<file path="src/rtl/ropuf_meas_scheduler_if.sv">
// Bundle between the RO-PUF measurement scheduler and its environment
// (key-generation control plus the RO array with its edge counters).
// master = environment side, slave = scheduler side.
interface ropuf_meas_scheduler_if #(
    parameter int N_BITS = 16,
    parameter int SEL_W  = 5,
    parameter int CNT_W  = 16
);
    logic              start;
    logic              abort;
    logic              busy;
    logic              done;
    logic              ro_en;
    logic [SEL_W-1:0]  sel_a;
    logic [SEL_W-1:0]  sel_b;
    logic              cnt_clear;
    logic              cnt_en;
    logic [CNT_W-1:0]  cnt_a;
    logic [CNT_W-1:0]  cnt_b;
    logic [N_BITS-1:0] response;
    logic [N_BITS-1:0] unstable;

    modport master (
        output start, abort, cnt_a, cnt_b,
        input  busy, done, ro_en, sel_a, sel_b, cnt_clear, cnt_en, response, unstable
    );

    modport slave (
        input  start, abort, cnt_a, cnt_b,
        output busy, done, ro_en, sel_a, sel_b, cnt_clear, cnt_en, response, unstable
    );
endinterface

</file>
<file path="src/rtl/ropuf_meas_scheduler.sv">
// RO-PUF measurement scheduler: walks N_BITS RO pairs, gates the external
// edge counters for a fixed window and turns each count pair into a
// response bit plus a stability flag. All timing from one down-counter.
module ropuf_meas_scheduler #(
    parameter int N_BITS  = 16,
    parameter int SEL_W   = 5,
    parameter int CNT_W   = 16,
    parameter int SETTLE  = 8,
    parameter int WINDOW  = 1024,
    parameter int CAP_DLY = 2,
    parameter int MARGIN  = 4
) (
    input  logic                 clk,
    input  logic                 reset,
    ropuf_meas_scheduler_if.slave bus
);
    localparam int TMAX = (SETTLE > WINDOW) ? ((SETTLE > CAP_DLY) ? SETTLE : CAP_DLY)
                                            : ((WINDOW > CAP_DLY) ? WINDOW : CAP_DLY);
    localparam int TMR_W = $clog2(TMAX + 1);
    localparam int IDX_W = (N_BITS > 1) ? $clog2(N_BITS) : 1;
    localparam logic [CNT_W:0] MARGIN_V = (CNT_W+1)'(MARGIN);

    typedef enum logic [2:0] {
        S_IDLE, S_SETUP, S_SETTLE, S_COUNT, S_HOLD, S_CAPTURE, S_DONE
    } state_t;

    state_t            state, state_nxt;
    logic [TMR_W-1:0]  timer, timer_ld;
    logic              tmr_zero;
    logic [IDX_W-1:0]  bit_idx, idx_inc;
    logic              last_bit;
    logic [SEL_W-1:0]  sel_a_q, sel_b_q;
    logic [N_BITS-1:0] resp_q, unst_q;
    logic [CNT_W:0]    diff, diff_abs;
    logic              a_gt_b, too_close;

    assign tmr_zero = (timer == '0);
    assign idx_inc  = bit_idx + 1'b1;
    assign last_bit = (bit_idx == IDX_W'(N_BITS - 1));

    // Count comparison: widened difference, magnitude checked against MARGIN.
    assign diff      = {1'b0, bus.cnt_a} - {1'b0, bus.cnt_b};
    assign diff_abs  = diff[CNT_W] ? (~diff + 1'b1) : diff;
    assign too_close = (diff_abs < MARGIN_V);
    assign a_gt_b    = (bus.cnt_a > bus.cnt_b);

    // Timer reload value for the state being entered; stages are 1-based counts.
    always_comb begin
        timer_ld = '0;
        case (state_nxt)
            S_SETTLE: timer_ld = TMR_W'(SETTLE - 1);
            S_COUNT:  timer_ld = TMR_W'(WINDOW - 1);
            S_HOLD:   timer_ld = TMR_W'(CAP_DLY - 1);
            default:  timer_ld = '0;
        endcase
    end

    // State register and shared down-counter (reloaded on every state change).
    always_ff @(posedge clk) begin
        if (reset) begin
            state <= S_IDLE;
            timer <= '0;
        end else begin
            state <= state_nxt;
            if (state_nxt != state)
                timer <= timer_ld;
            else if (!tmr_zero)
                timer <= timer - 1'b1;
        end
    end

    // Next-state logic; abort overrides everything outside IDLE.
    always_comb begin
        state_nxt = state;
        case (state)
            S_IDLE:    if (bus.start && !bus.abort) state_nxt = S_SETUP;
            S_SETUP:   state_nxt = S_SETTLE;
            S_SETTLE:  if (tmr_zero) state_nxt = S_COUNT;
            S_COUNT:   if (tmr_zero) state_nxt = S_HOLD;
            S_HOLD:    if (tmr_zero) state_nxt = S_CAPTURE;
            S_CAPTURE: state_nxt = last_bit ? S_DONE : S_SETUP;
            S_DONE:    state_nxt = S_IDLE;
            default:   state_nxt = S_IDLE;
        endcase
        if (bus.abort && state != S_IDLE)
            state_nxt = S_IDLE;
    end

    // Moore control outputs decoded from the current state.
    always_comb begin
        bus.busy      = 1'b0;
        bus.done      = 1'b0;
        bus.ro_en     = 1'b0;
        bus.cnt_clear = 1'b0;
        bus.cnt_en    = 1'b0;
        case (state)
            S_SETUP: begin
                bus.busy      = 1'b1;
                bus.ro_en     = 1'b1;
                bus.cnt_clear = 1'b1;
            end
            S_SETTLE, S_HOLD, S_CAPTURE: begin
                bus.busy  = 1'b1;
                bus.ro_en = 1'b1;
            end
            S_COUNT: begin
                bus.busy   = 1'b1;
                bus.ro_en  = 1'b1;
                bus.cnt_en = 1'b1;
            end
            S_DONE:  bus.done = 1'b1;
            default: ;
        endcase
    end

    // Pair index, selects and result registers; selects are loaded as SETUP
    // is entered so they are valid during SETUP and hold afterwards.
    always_ff @(posedge clk) begin
        if (reset) begin
            bit_idx <= '0;
            sel_a_q <= '0;
            sel_b_q <= '0;
            resp_q  <= '0;
            unst_q  <= '0;
        end else begin
            if (state == S_IDLE && state_nxt == S_SETUP) begin
                bit_idx <= '0;
                resp_q  <= '0;
                unst_q  <= '0;
                sel_a_q <= SEL_W'(0);
                sel_b_q <= SEL_W'(1);
            end
            if (state == S_CAPTURE) begin
                resp_q[bit_idx] <= a_gt_b;
                unst_q[bit_idx] <= too_close;
                if (state_nxt == S_SETUP) begin
                    bit_idx <= idx_inc;
                    sel_a_q <= SEL_W'({idx_inc, 1'b0});
                    sel_b_q <= SEL_W'({idx_inc, 1'b1});
                end
            end
        end
    end

    assign bus.sel_a    = sel_a_q;
    assign bus.sel_b    = sel_b_q;
    assign bus.response = resp_q;
    assign bus.unstable = unst_q;
endmodule

</file>
<file path="src/flat_wrapper.sv">
// flat-port wrapper written by rule: the top's interface ports become plain ports
module ropuf_meas_scheduler_flat 
#(
    parameter int N_BITS  = 16,
    parameter int SEL_W   = 5,
    parameter int CNT_W   = 16,
    parameter int SETTLE  = 8,
    parameter int WINDOW  = 1024,
    parameter int CAP_DLY = 2,
    parameter int MARGIN  = 4
)
  (clk, reset, bus_start, bus_abort, bus_cnt_a, bus_cnt_b, bus_busy, bus_done, bus_ro_en, bus_sel_a, bus_sel_b, bus_cnt_clear, bus_cnt_en, bus_response, bus_unstable);
  ropuf_meas_scheduler_if #(.N_BITS(N_BITS), .SEL_W(SEL_W), .CNT_W(CNT_W)) bus_i ();
  input  logic clk;
  input  logic reset;
  input wire logic [$bits(bus_i.start)-1:0] bus_start;
  input wire logic [$bits(bus_i.abort)-1:0] bus_abort;
  input wire logic [$bits(bus_i.cnt_a)-1:0] bus_cnt_a;
  input wire logic [$bits(bus_i.cnt_b)-1:0] bus_cnt_b;
  output wire logic [$bits(bus_i.busy)-1:0] bus_busy;
  output wire logic [$bits(bus_i.done)-1:0] bus_done;
  output wire logic [$bits(bus_i.ro_en)-1:0] bus_ro_en;
  output wire logic [$bits(bus_i.sel_a)-1:0] bus_sel_a;
  output wire logic [$bits(bus_i.sel_b)-1:0] bus_sel_b;
  output wire logic [$bits(bus_i.cnt_clear)-1:0] bus_cnt_clear;
  output wire logic [$bits(bus_i.cnt_en)-1:0] bus_cnt_en;
  output wire logic [$bits(bus_i.response)-1:0] bus_response;
  output wire logic [$bits(bus_i.unstable)-1:0] bus_unstable;
  assign bus_i.start = bus_start;
  assign bus_i.abort = bus_abort;
  assign bus_i.cnt_a = bus_cnt_a;
  assign bus_i.cnt_b = bus_cnt_b;
  assign bus_busy = bus_i.busy;
  assign bus_done = bus_i.done;
  assign bus_ro_en = bus_i.ro_en;
  assign bus_sel_a = bus_i.sel_a;
  assign bus_sel_b = bus_i.sel_b;
  assign bus_cnt_clear = bus_i.cnt_clear;
  assign bus_cnt_en = bus_i.cnt_en;
  assign bus_response = bus_i.response;
  assign bus_unstable = bus_i.unstable;
  ropuf_meas_scheduler #(.N_BITS(N_BITS), .SEL_W(SEL_W), .CNT_W(CNT_W), .SETTLE(SETTLE), .WINDOW(WINDOW), .CAP_DLY(CAP_DLY), .MARGIN(MARGIN)) u_core (.clk(clk), .reset(reset), .bus(bus_i));
endmodule
</file>
<file path="config.mk">
export PLATFORM = sky130hd
export DESIGN_NAME = ropuf_meas_scheduler_flat
export DESIGN_NICKNAME = d
export VERILOG_FILES = /design/src/rtl/ropuf_meas_scheduler_if.sv /design/src/rtl/ropuf_meas_scheduler.sv /design/src/flat_wrapper.sv
export SDC_FILE = /design/constraint.sdc
export NUM_CORES = 1
export LEC_CHECK = 0
export CORE_UTILIZATION = 38
export DETAILED_ROUTE_END_ITERATION = 16
export PLACE_DENSITY = 0.6
export SYNTH_ARGS = -nofsm -noshare
export SYNTH_HDL_FRONTEND = slang
export SYNTH_SLANG_ARGS = --single-unit
export TNS_END_PERCENT = 20
</file>
<file path="constraint.sdc">
create_clock -name clk -period 10.25 [get_ports clk]
set_input_delay 3.075 -clock clk [delete_from_list [all_inputs] [get_ports clk]]
set_output_delay 3.075 -clock clk [all_outputs]
set_load 0.01 [all_outputs]
</file>
==> results.sh <==
export IMPL_ys_async_sr_fraction_pct=0
export IMPL_ys_ff_latch=60
export IMPL_die_y_um=105
export IMPL_totalWireLength_mm=10.5
export IMPL_grt_pass1_wl_mm=18.0
export IMPL_initial_utilization_pct=39.0
export IMPL_num_rows=37
export IMPL_clkSlewWorstSetupHoldPaths_ns=0.07
export IMPL_cts_sinks=60
export IMPL_fp_dieW_um=105
export IMPL_setup_tns_final_ns=0
export IMPL_core_sq_um=10300
export IMPL_finalCritPeriodShare_pct=65.1
export IMPL_yosysTopAreaCellShare_pct=29.8
export IMPL_critPathTopFamily="compound AO/OA/AOI/OAI gates"
export IMPL_hpwl_mm=7.55
export IMPL_finalCriticalPeriod_ns=6.67
export IMPL_crit_path_end_kind="flop"
export IMPL_clock_path_buffers=2
export IMPL_drt_iter0_drc=196
export IMPL_stdcell_area_sq_um=5130
export IMPL_synth_main_ff_cell="dfxtp_1"
export IMPL_dr_max_layer_used="met4"
export IMPL_worstPathArrival_ns=6.91
export IMPL_antenna_left=0
export IMPL_synthesis_nets=568
export IMPL_routabilityCongestion=0.812
export IMPL_max_freq_ghz=0.150
export IMPL_drv_slew=0
export IMPL_leakagePower_nw=1.95
export IMPL_clk_latency_ns=0.34
export IMPL_syn_inst=510
export IMPL_crit_path_start_kind="input port"
export IMPL_max_slew_margin_pct=37.1
export IMPL_cp_max_fo=16
export IMPL_cts_root_buf="clkbuf_8"
export IMPL_pin_count=83
export IMPL_ctsHoldBuffers=0
export IMPL_synth_area_leaders="dfxtp_1 30%, nor2_1 7.1%, ha_1 6.5%"
export IMPL_ys_types=73
export IMPL_viasPerCell=5.44
export IMPL_diodes=0
export IMPL_rsz0062_at_grt="false"
export IMPL_crit_required_ns=10.48
export IMPL_first_global_vias=3834
export IMPL_route_detailed_drc=0
export IMPL_avgRoutedWirePerCell_um=14.5
export IMPL_place_area_sq_um=4920
export IMPL_cts_tree="yes"
export IMPL_met3_wirelength_um=601
export IMPL_drt_pass1_iterations=4
export IMPL_die_area_sq_um=11000
export IMPL_synth_seq_area_share_pct=29.8
export IMPL_met1Wirelength_mm=5.09
export IMPL_synth_edf_count=0
export IMPL_final_common_cell="clkdlybuf4s50_1"
export IMPL_route_met2_wl_mm=4.72
export IMPL_overflow=0
export IMPL_cts_made_buffers=9
export IMPL_status="finished clean"
export IMPL_setup_viol=0
export IMPL_area_growth_syn_to_layout_pct=27.3
export IMPL_hold_viol=0
export IMPL_max_cap_viol_count=0
export IMPL_final_layout_size_suffix_gt1_share_pct=8.67
export IMPL_ys_warn_count=0
export IMPL_fin_skew_ns=0.0113
export IMPL_worst_pin_slew_ns=0.940
export IMPL_synthesis_area_sq_um=4030
export IMPL_pwr_density_cell_nw_per_um2=139
export IMPL_post_cts_repair_setup_buffers=0
export IMPL_vias=3938
export IMPL_yosysTopAreaCell="dfxtp_1"
export IMPL_cp_slowest_cell="o41ai_1"
export IMPL_hp_class="reg2reg"
export IMPL_io_buffers=82
export IMPL_track_usage_pct=19.7
export IMPL_antenna_found_initial=0
export IMPL_path_class="in2reg"
export IMPL_final_cell_mix="82 x clkdlybuf4s50_1, 76 x nor2_1, 60 x dfxtp_1"
export IMPL_finalNetCount=641
export IMPL_synth_avg_cell_area_sq_um=7.90
export IMPL_critical_path_max_stage_delay_ns=0.46
export IMPL_cts_htree_levels=3
export IMPL_critical_path_buf_inv_count=2
export IMPL_cts_resized=0
export IMPL_cp_cell_sequence="clkdlybuf4s50_1, inv_1, ha_1, fa_1, nand2b_1, a211oi_2, o32ai_1, xnor2_1, nor4b_1, nand4_1, a221oi_1, o211ai_2, o41ai_1"
export IMPL_worst_ir_drop_vdd_mv=0.0734
export IMPL_grt_max_degree=41
[Yosys cell counts, types with 3 or more instances]
| master | n |
|---|---|
| and2_1 | 6 |
| nor2_1 | 76 |
| a21o_1 | 7 |
| inv_1 | 31 |
| nand4_1 | 3 |
| ha_1 | 21 |
| a21o_2 | 3 |
| nor2b_1 | 4 |
| nor3_1 | 11 |
| nand3_1 | 28 |
| xor2_1 | 9 |
| nand2b_1 | 7 |
| a31oi_1 | 18 |
| clkbuf_1 | 16 |
| o21ai_0 | 11 |
| o21a_1 | 4 |
| or3_1 | 6 |
| o41ai_1 | 6 |
| o41ai_2 | 10 |
| buf_6 | 3 |
| nor4_1 | 4 |
| nand2_1 | 34 |
| dfxtp_1 | 60 |
| a211oi_1 | 7 |
| nor3b_1 | 4 |
| xnor2_1 | 10 |
| buf_4 | 3 |
| a21oi_1 | 46 |
[path summary, 6_finish.rpt]
path	from	end	slack [ns]	depth (start not counted)
max	bus_cnt_a[0]	u_core.bus.unstable[1]	3.58	13
min	u_core.bus.sel_b[0]	u_core.bus.sel_b[0]	0.45	2
max reg2reg	u_core.state[2]	u_core.bit_idx[2]	6.92	7
min reg2reg	u_core.bus.sel_b[0]	u_core.bus.sel_b[0]	0.45	2
[registers in the layout, indices dropped and copies added, names as in the netlist]
name	flops
u_core.timer	11
u_core.bus.sel_a	5
u_core.bus.response	16
u_core.bus.unstable	16
u_core.bit_idx	4
u_core.bus.sel_b	5
u_core.state	3
[routing by layer]
metal,vias to the layer above,GRT usage (%)
li1,1997,-
met1,1821,26.3
met2,114,32.3
met3,6,4.43
met4,0,4.83
met5,-,0
[kinds of logic after synthesis]
kind of cell / after synthesis / synth area share [%]
AOI/OAI and AO/OA: 144 / 26.6
xor gates and xnor gates: 19 / 4.13
adders and majority gates: 22 / 7.01
buffers and inverters: 56 / 6.33
DFF: 60 / 29.8
muxes: 2 / 0.528
and+or+nand+nor: 207 / 25.6
[layout make-up]
type | instances | area [sq um]
Clock buffer | 10 | 138
Clock inverter | 6 | 71.3
Sequential cell | 60 | 1200
Fill cell | 991 | 5190
Inverter | 31 | 116
Tap cell | 136 | 170
Multi-Input combinational cell | 394 | 2570
Timing Repair Buffer | 87 | 858
[stage by stage]
step	cells	total power, mW	hold slack (ns)	setup WS [ns]	util (%)
floorplan	510	0.442	0.470	4.10	-
global placement	708	0.489	0.437	3.35	47.7
detailed placement	708	0.492	0.441	3.26	47.7
CTS	724	0.720	0.454	3.61	49.7
global route	724	0.761	0.486	3.18	49.7
finish	724	0.715	0.453	3.58	49.7
[tightest hold or removal path, delay by kind of cell (launching register included)]
kind | cells | cell delay (ns)
flip-flops | 1 | 0.31
buffers and inverters | 1 | 0.05
AO/OA/AOI/OAI | 1 | 0.05
[where the power goes]
group / switching (mW) / internal [mW] / total [mW]
Clock: 0.104 / 0.121 / 0.225
Sequential: 0.0108 / 0.244 / 0.255
Combinational: 0.133 / 0.102 / 0.235
Total: 0.248 / 0.466 / 0.715
No activity file was read; power rests on OpenSTA's default activity.
